`src/rtl/ks_adder_pipe.sv`:
```
// Pipelined Kogge-Stone adder/subtractor with a global-stall valid/ready handshake.
// Build option: define KSA_SATURATE_EN to clamp S on signed overflow; otherwise S wraps.
module ks_adder_pipe #(
    parameter int WIDTH      = 32,
    parameter int PIPE_EVERY = 2
) (
    input  logic             clk,
    input  logic             rst,
    input  logic             in_valid,
    output logic             in_ready,
    input  logic [WIDTH-1:0] x,
    input  logic [WIDTH-1:0] y,
    input  logic             cin,
    input  logic             sub,
    output logic             out_valid,
    input  logic             out_ready,
    output logic [WIDTH-1:0] s,
    output logic             cout,
    output logic             v
);

    localparam int LEVELS = $clog2(WIDTH);
    localparam int PE     = (PIPE_EVERY > 0) ? PIPE_EVERY : 1;

    // Single stall signal for the whole pipe: bubbles are held, never collapsed.
    logic adv;
    assign adv      = !out_valid || out_ready;
    assign in_ready = adv;

    // Index l holds the G/P view after prefix level l (0 = input register).
    logic [WIDTH-1:0] g_o  [LEVELS+1];
    logic [WIDTH-1:0] p_o  [LEVELS+1];
    logic [WIDTH-1:0] p0_o [LEVELS+1];
    logic             c0_o [LEVELS+1];
    logic             vld_o[LEVELS+1];

    logic [WIDTH-1:0] y_eff;
    logic [WIDTH-1:0] g_r0, p_r0;
    logic             c0_r0, vld_r0;

    assign y_eff = sub ? ~y : y;

    // NOTE: only valid bits and outputs are reset; datapath registers load on a valid beat and need no reset.
    always_ff @(posedge clk) begin
        if (rst)      vld_r0 <= 1'b0;
        else if (adv) vld_r0 <= in_valid;
    end

    always_ff @(posedge clk) begin
        if (adv && in_valid) begin
            g_r0  <= x & y_eff;
            p_r0  <= x ^ y_eff;
            c0_r0 <= sub | cin;
        end
    end

    assign g_o[0]   = g_r0;
    assign p_o[0]   = p_r0;
    assign p0_o[0]  = p_r0;
    assign c0_o[0]  = c0_r0;
    assign vld_o[0] = vld_r0;

    for (genvar l = 1; l <= LEVELS; l++) begin : g_level
        localparam int D = 1 << (l - 1);
        logic [WIDTH-1:0] g_c, p_c;

        // Lanes with no partner D bits below pass G/P through unchanged.
        for (genvar i = 0; i < WIDTH; i++) begin : g_bit
            if (i >= D) begin : g_op
                assign g_c[i] = g_o[l-1][i] | (p_o[l-1][i] & g_o[l-1][i-D]);
                assign p_c[i] = p_o[l-1][i] & p_o[l-1][i-D];
            end else begin : g_pass
                assign g_c[i] = g_o[l-1][i];
                assign p_c[i] = p_o[l-1][i];
            end
        end

        if (PIPE_EVERY > 0 && l <= LEVELS - 1 && (l % PE) == 0) begin : g_reg
            logic [WIDTH-1:0] g_r, p_r, p0_r;
            logic             c0_r, vld_r;

            always_ff @(posedge clk) begin
                if (rst)      vld_r <= 1'b0;
                else if (adv) vld_r <= vld_o[l-1];
            end

            always_ff @(posedge clk) begin
                if (adv && vld_o[l-1]) begin
                    g_r  <= g_c;
                    p_r  <= p_c;
                    p0_r <= p0_o[l-1];
                    c0_r <= c0_o[l-1];
                end
            end

            assign g_o[l]   = g_r;
            assign p_o[l]   = p_r;
            assign p0_o[l]  = p0_r;
            assign c0_o[l]  = c0_r;
            assign vld_o[l] = vld_r;
        end else begin : g_comb
            assign g_o[l]   = g_c;
            assign p_o[l]   = p_c;
            assign p0_o[l]  = p0_o[l-1];
            assign c0_o[l]  = c0_o[l-1];
            assign vld_o[l] = vld_o[l-1];
        end
    end

    logic [WIDTH:0]   c;
    logic [WIDTH-1:0] sum_w, s_d;
    logic             v_d;

    // NOTE: every always_comb output gets a default first so no latch can be inferred.
    always_comb begin
        c    = '0;
        c[0] = c0_o[LEVELS];
        for (int i = 1; i <= WIDTH; i++) begin
            c[i] = g_o[LEVELS][i-1] | (p_o[LEVELS][i-1] & c0_o[LEVELS]);
        end
    end

    assign sum_w = p0_o[LEVELS] ^ c[WIDTH-1:0];
    assign v_d   = c[WIDTH] ^ c[WIDTH-1];

`ifdef KSA_SATURATE_EN
    // On overflow both operand signs agree and equal the carry out, so cout picks the rail.
    always_comb begin
        s_d = sum_w;
        if (v_d) s_d = c[WIDTH] ? {1'b1, {(WIDTH-1){1'b0}}} : {1'b0, {(WIDTH-1){1'b1}}};
    end
`else
    assign s_d = sum_w;
`endif

    always_ff @(posedge clk) begin
        if (rst) begin
            out_valid <= 1'b0;
            s         <= '0;
            cout      <= 1'b0;
            v         <= 1'b0;
        end else if (adv) begin
            out_valid <= vld_o[LEVELS];
            if (vld_o[LEVELS]) begin
                s    <= s_d;
                cout <= c[WIDTH];
                v    <= v_d;
            end
        end
    end

endmodule

```
`config.mk`:
```
export PLATFORM = sky130hd
export DESIGN_NAME = ks_adder_pipe
export DESIGN_NICKNAME = d
export VERILOG_FILES = /design/src/rtl/ks_adder_pipe.sv
export SDC_FILE = /design/constraint.sdc
export NUM_CORES = 1
export LEC_CHECK = 0
export ABC_AREA = 1
export CAP_MARGIN = 20
export CORE_UTILIZATION = 40
export DETAILED_ROUTE_END_ITERATION = 8
export GPL_TIMING_DRIVEN = 0
export SYNTH_ARGS = -nofsm -noshare
export SYNTH_HDL_FRONTEND = slang
export SYNTH_SLANG_ARGS = --single-unit
```
`constraint.sdc`:
```
create_clock -name clk -period 3 [get_ports clk]
set_input_delay 0.6 -clock clk [delete_from_list [all_inputs] [get_ports clk]]
set_output_delay 0.6 -clock clk [all_outputs]
set_load 0.1 [all_outputs]
```
==> flow_summary.yaml, run 1 <==
yosys:
  yosys.cell_types.count: 24
  yosysWarnings: 0
  synth_area_leaders: "edfxtp_1 (65%), dfxtp_1 (6.4%), nand2_1 (5.3%)"
  synthMuxAreaShare_pct: 0
  ys.flop_type: "edfxtp_1"
  synthSimpleGateAreaFrac_pct: 12.2
  async_flop_share_pct: 0
  synth.top_cell.area_share_pct: 64.7
  synthAdderAreaFrac_pct: 3.46
  ys_seq_area_share_pct: 71.1
  synth_top_family_by_area: "simple AND/OR/NAND/NOR gates"
  synth-seq-cells: 295
  syn_inst: 932
  avgSynthCellArea_sq_um: 12.8
  synthXorXnorAreaFrac_pct: 3.53
  synth.largest_area_cell: "edfxtp_1"
  synth_edf_count: 257
  synth-compound-area-share_pct: 6.74
  syn-num-nets: 1035
  netlist_area_sq_um: 11900
clock_network:
  ctsResizeCount: 1
  cts_max_level: 1
  cts_hold_buf: 0
  insertion_delay_ns: 0.55
  clockBufferDepth: 3
  post_cts_buffers: 0
  cts_root_buffer: "clkbuf_16"
  cts_tree: "done"
  clk_pin_slew_ns: 0.06
  clock_sinks: 295
  cts_buffers: 29
global_routing:
  grt_max_degree: 48
  antenna_found_initial: 0
  grt_overflow: 0
  grt_pass1_wl_um: 36900
  grt.total_usage_pct: 15.8
  grt_pass1_vias: 6764
layout:
  antennaDiodeCount: 0
  layout_common_cells: "edfxtp_1 (257), nand2_1 (165), clkdlybuf4s50_1 (103)"
  mostFrequentLayoutCell: "edfxtp_1"
  multi_input_area_sq_um: 3100
  syn_to_final_growth_pct: 21.2
  nets: 1175
  final-seq-area_sq_um: 8480
  fin_area_sq_um: 14500
  n_fill_cell: 2561
  drive_gt1_share_pct: 8.78
die:
  initial_utilization_pct: 41.1
  core_area_sq_um: 29000
  io_pins: 106
  num_rows: 62
  dieArea_sq_um: 30500
  fp.dieH_um: 175
  fp.dieW_um: 175
timing:
  slew_violations: 0
  clock_skew_ns: 0.0184
  slew_headroom_pct: 33.5
  timing.fmax_ghz: 0.364
  hold_viol: 0
  fin_crit_ns: 2.75
  worst_slack_ns: 0.252
  rsz0062_at_grt: "false"
  worst_slew_pin_slew_ns: 0.994
  period_share_pct: 91.6
  final-setup-viol-count: 0
  whs_ns: 0.405
routing:
  drt_first_pass_iters: 4
  drc: 0
  drt-initial-drc-count: 477
  wire_per_inst_um: 16.1
  routed_wirelength_um: 23700
  vias_per_cell: 4.71
  vias: 6962
  antenna_left: 0
worst_setup_path:
  max_stage_delay_ns: 0.86
  cp.required_ns: 2.40
  arrival_ns: 2.15
  start_kind: "primary input"
  cp_cell_sequence: "clkdlybuf4s50_1, nor2_4, clkinvlp_4, dlygate4sd2_1"
  critPathMaxFanout: 5
  critical_path.slowest_cell: "dlygate4sd2_1"
  end_kind: "output port"
  cp_num_buf_inv: 3
  cpLargestDelayFamily: "buffers and inverters"
  crit_type: "in2out"
power:
  p_int_mw: 6.95
  ir_worst_vdd_mv: 0.386
  power_frac_comb_pct: 8.0
  switching_share_pct: 22.6
  pwr-share-seq_pct: 54.4
  power_frac_clock_pct: 37.6
  p_leak_nw: 5.44
  p_per_area_nw_per_um2: 621
  switching_power_mw: 2.03
place:
  placed_area_sq_um: 13600
  io_buffers: 104
  gp_congestion: 0.836
  dp_slack_ns: -0.0480
  dp_hpwl_um: 18400
run_status:
  run_status: "finished clean"
min_path:
  hold_path_class: "reg2reg"
run:
  maxCapViolations: 0
[metal layers]
layer	vias up	part of all wire, %	global-route usage (%)
met5	-	0	0
met1	3248	47	22.0
met3	35	4.4	2.02
met4	0	2.5	5.04
li1	3522	-	-
met2	157	46	25.7
[power groups by stage]
stage               logic [mW]  registers, mW  clock network (mW)
detailed placement       0.725           4.97                   0
floorplan                0.335           5.03                   0
global placement         0.699           4.98                   0
global route             0.793           4.91                3.61
CTS                      0.729           4.89                3.46
finish                   0.715           4.88                3.38
[registers in the layout, summed over array words and instances (netlist names)]
signal and count:
v 1, c0_r0 1, g_level.g_reg.vld_r 2, g_level.g_reg.c0_r 2, cout 1, g_r0 32
out_valid 1, vld_r0 1, p_r0 32, g_level.g_reg.g_r 64, s 32, g_level.g_reg.p0_r 62
g_level.g_reg.p_r 64
[layout make-up]
class                      instances  share of cell area, %
inverter                          62                   1.69
sequential                       295                   58.7
multi-input combinational        559                   21.5
buffer                            16                  0.814
tap                              384                   3.32
clock buffer                      35                   5.18
timing repair buffer             109                   7.89
clock inverter                    18                  0.961
[through the flow]
| stage | instances | utilization (%) | TNS, ns | power, mW |
|---|---|---|---|---|
| after floorplan | 932 | - | -71.25 | 5.37 |
| after global placement | 1420 | 46.4 | -241.14 | 5.68 |
| after detailed placement | 1425 | 46.8 | -0.780 | 5.70 |
| after CTS | 1478 | 49.8 | 0 | 9.07 |
| after global routing | 1478 | 49.8 | 0 | 9.31 |
| final | 1478 | 49.8 | 0 | 8.98 |
[path summary, 6_finish.rpt]
| check | start | endpoint | slack [ns] | depth (start not counted) |
|---|---|---|---|---|
| worst max register to register | out_valid | g_level[4].g_reg.g_r[20] | 0.71 | 7 |
| worst min register to register | g_level[2].g_reg.p0_r[12] | g_level[4].g_reg.p0_r[12] | 0.40 | 0 |
| worst min-delay path | g_level[2].g_reg.p0_r[12] | g_level[4].g_reg.p0_r[12] | 0.40 | 0 |
| worst max-delay path | out_ready | in_ready | 0.25 | 4 |
[cell usage after synthesis (all sizes together) (15+ instances only)]
library cell / instances
dfxtp: 38
xor2: 34
nand3: 29
nor2: 103
edfxtp: 257
o21ai: 43
a21o: 15
ha: 33
a21oi: 65
inv: 62
or2: 17
nand2: 167
o21bai: 20
[logic make-up after synthesis]
family                   count (synthesis)
AND/OR/NAND/NOR                        335
adder cells (fa/ha/maj)                 33
flip-flops                             295
buffers and inverters                   78
XOR/XNOR                                48
AO/OA/AOI/OAI                          143
No activity file was read; power rests on OpenSTA's default activity.
==> run 2: changes to the inputs <==
CORE_UTILIZATION = 52   (was 40)
PLACE_DENSITY = 0.76   (was not set)
==> run 2 against run 1 <==
Clock skew shrank 0.0058 ns; via count grew 2.5%; hold slack improved by 0.011 ns; critical path type unchanged; wire length fell by 2.8%; critical endpoint unchanged.
==> flow_summary.yaml, run 2 (same netlist as run 1, synthesis figures left out) <==
clock_network:
  clk_pin_slew_ns: 0.06
  cts_buffers: 29
  cts_root_buffer: "clkbuf_16"
  insertion_delay_ns: 0.54
  clock_sinks: 295
  post_cts_buffers: 0
  cts_tree: "done"
  cts_hold_buf: 0
  clockBufferDepth: 3
  cts_max_level: 1
run_status:
  run_status: "finished clean"
run:
  maxCapViolations: 0
worst_setup_path:
  critPathMaxFanout: 5
  start_kind: "primary input"
  cp.required_ns: 2.40
  end_kind: "output port"
  crit_type: "in2out"
  arrival_ns: 2.14
power:
  p_per_area_nw_per_um2: 623
  ir_worst_vdd_mv: 0.501
  p_leak_nw: 5.44
timing:
  timing.fmax_ghz: 0.365
  hold_viol: 0
  rsz0062_at_grt: "false"
  period_share_pct: 91.3
  final-setup-viol-count: 0
  worst_slew_pin_slew_ns: 0.984
  slew_headroom_pct: 34.2
  slew_violations: 0
  fin_crit_ns: 2.74
  clock_skew_ns: 0.0126
layout:
  multi_input_area_sq_um: 3100
  n_fill_cell: 1683
  layout_common_cells: "edfxtp_1 (257), nand2_1 (165), clkdlybuf4s50_1 (103)"
  antennaDiodeCount: 0
  fin_util_pct: 63.4
  drive_gt1_share_pct: 8.98
  syn_to_final_growth_pct: 20.0
  top_regs: "g_level.g_reg.g_r: 64 flops, g_level.g_reg.p_r: 64 flops, g_level.g_reg.p0_r: 62 flops"
  mostFrequentLayoutCell: "edfxtp_1"
  nets: 1175
  stdcell_count: 1376
  final-seq-area_sq_um: 8480
global_routing:
  grt_overflow: 0
  antenna_found_initial: 0
  grt.total_usage_pct: 19.8
  grt_pass1_wl_um: 35600
  grt_pass1_vias: 6824
  grt_max_degree: 50
die:
  core_area_sq_um: 22600
  fp.dieW_um: 153
  io_pins: 106
  num_rows: 55
  dieArea_sq_um: 23500
  initial_utilization_pct: 52.8
  fp.dieH_um: 153
routing:
  vias_per_cell: 5.19
  drt_first_pass_iters: 5
  wire_per_inst_um: 16.8
  routed_wirelength_um: 23100
  drc: 0
  antenna_left: 0
  drt-initial-drc-count: 561
  vias: 7136
place:
  dpl.cell_count: 1326
  dp_hpwl_um: 17100
  io_buffers: 104
  gp_congestion: 0.857
min_path:
  hold_path_class: "reg2reg"
## run 2: metal layers
layer	vias up	part of all wire [%]	global-route usage [%]
met5	-	0	0
met4	0	2.3	6.19
li1	3525	-	-
met2	212	48	33.6
met3	35	7.2	2.98
met1	3364	42	26.6
## run 2: power breakdown
group          internal [mW]  total (mW)  switching, mW
Combinational          0.271       0.718          0.447
Sequential              4.74        4.88          0.146
Clock                   1.89        3.32           1.42
## run 2: worst max-delay path, stage by stage
cell,delay [ns]
clkdlybuf4s50_1,0.50
nor2_4,0.07
clkinvlp_4,0.11
dlygate4sd2_1,0.85
## run 2: metrics by stage
step | instance area, sq um | power [mW] | hold slack (ns) | setup TNS [ns] | worst slack [ns]
floorplan | 11900 | 5.37 | 0.400 | -71.25 | -0.371
global placement | 13300 | 5.66 | 0.402 | -203.81 | -0.913
detailed placement | 13400 | 5.68 | 0.405 | -0.0180 | -0.0180
CTS | 14300 | 8.98 | 0.418 | 0 | 0.257
global route | 14300 | 9.23 | 0.422 | 0 | 0.229
finish | 14300 | 8.92 | 0.416 | 0 | 0.262
## run 2: final timing paths
kind         slack, ns                         to                 startpoint  depth (start not counted)
max               0.26                   in_ready                  out_ready                          4
max reg2reg       0.71  g_level[4].g_reg.p0_r[10]                  out_valid                          7
min reg2reg       0.42  g_level[4].g_reg.p0_r[31]  g_level[2].g_reg.p0_r[31]                          0
min               0.42  g_level[4].g_reg.p0_r[31]  g_level[2].g_reg.p0_r[31]                          0
## run 2: layout make-up
type | count | area share, %
buffer | 16 | 0.822
clock buffer | 35 | 5.37
inverter | 62 | 1.70
clock inverter | 15 | 0.717
multi-input combinational | 559 | 21.7
tap | 285 | 2.49
sequential | 295 | 59.3
timing repair buffer | 109 | 7.96
## run 2: timing repair
| item | in CTS | in global routing |
|---|---|---|
| gates resized for setup | 1 | 0 |
| hold endpoints to repair | 0 | 0 |
| setup endpoints to repair | 1 | 0 |
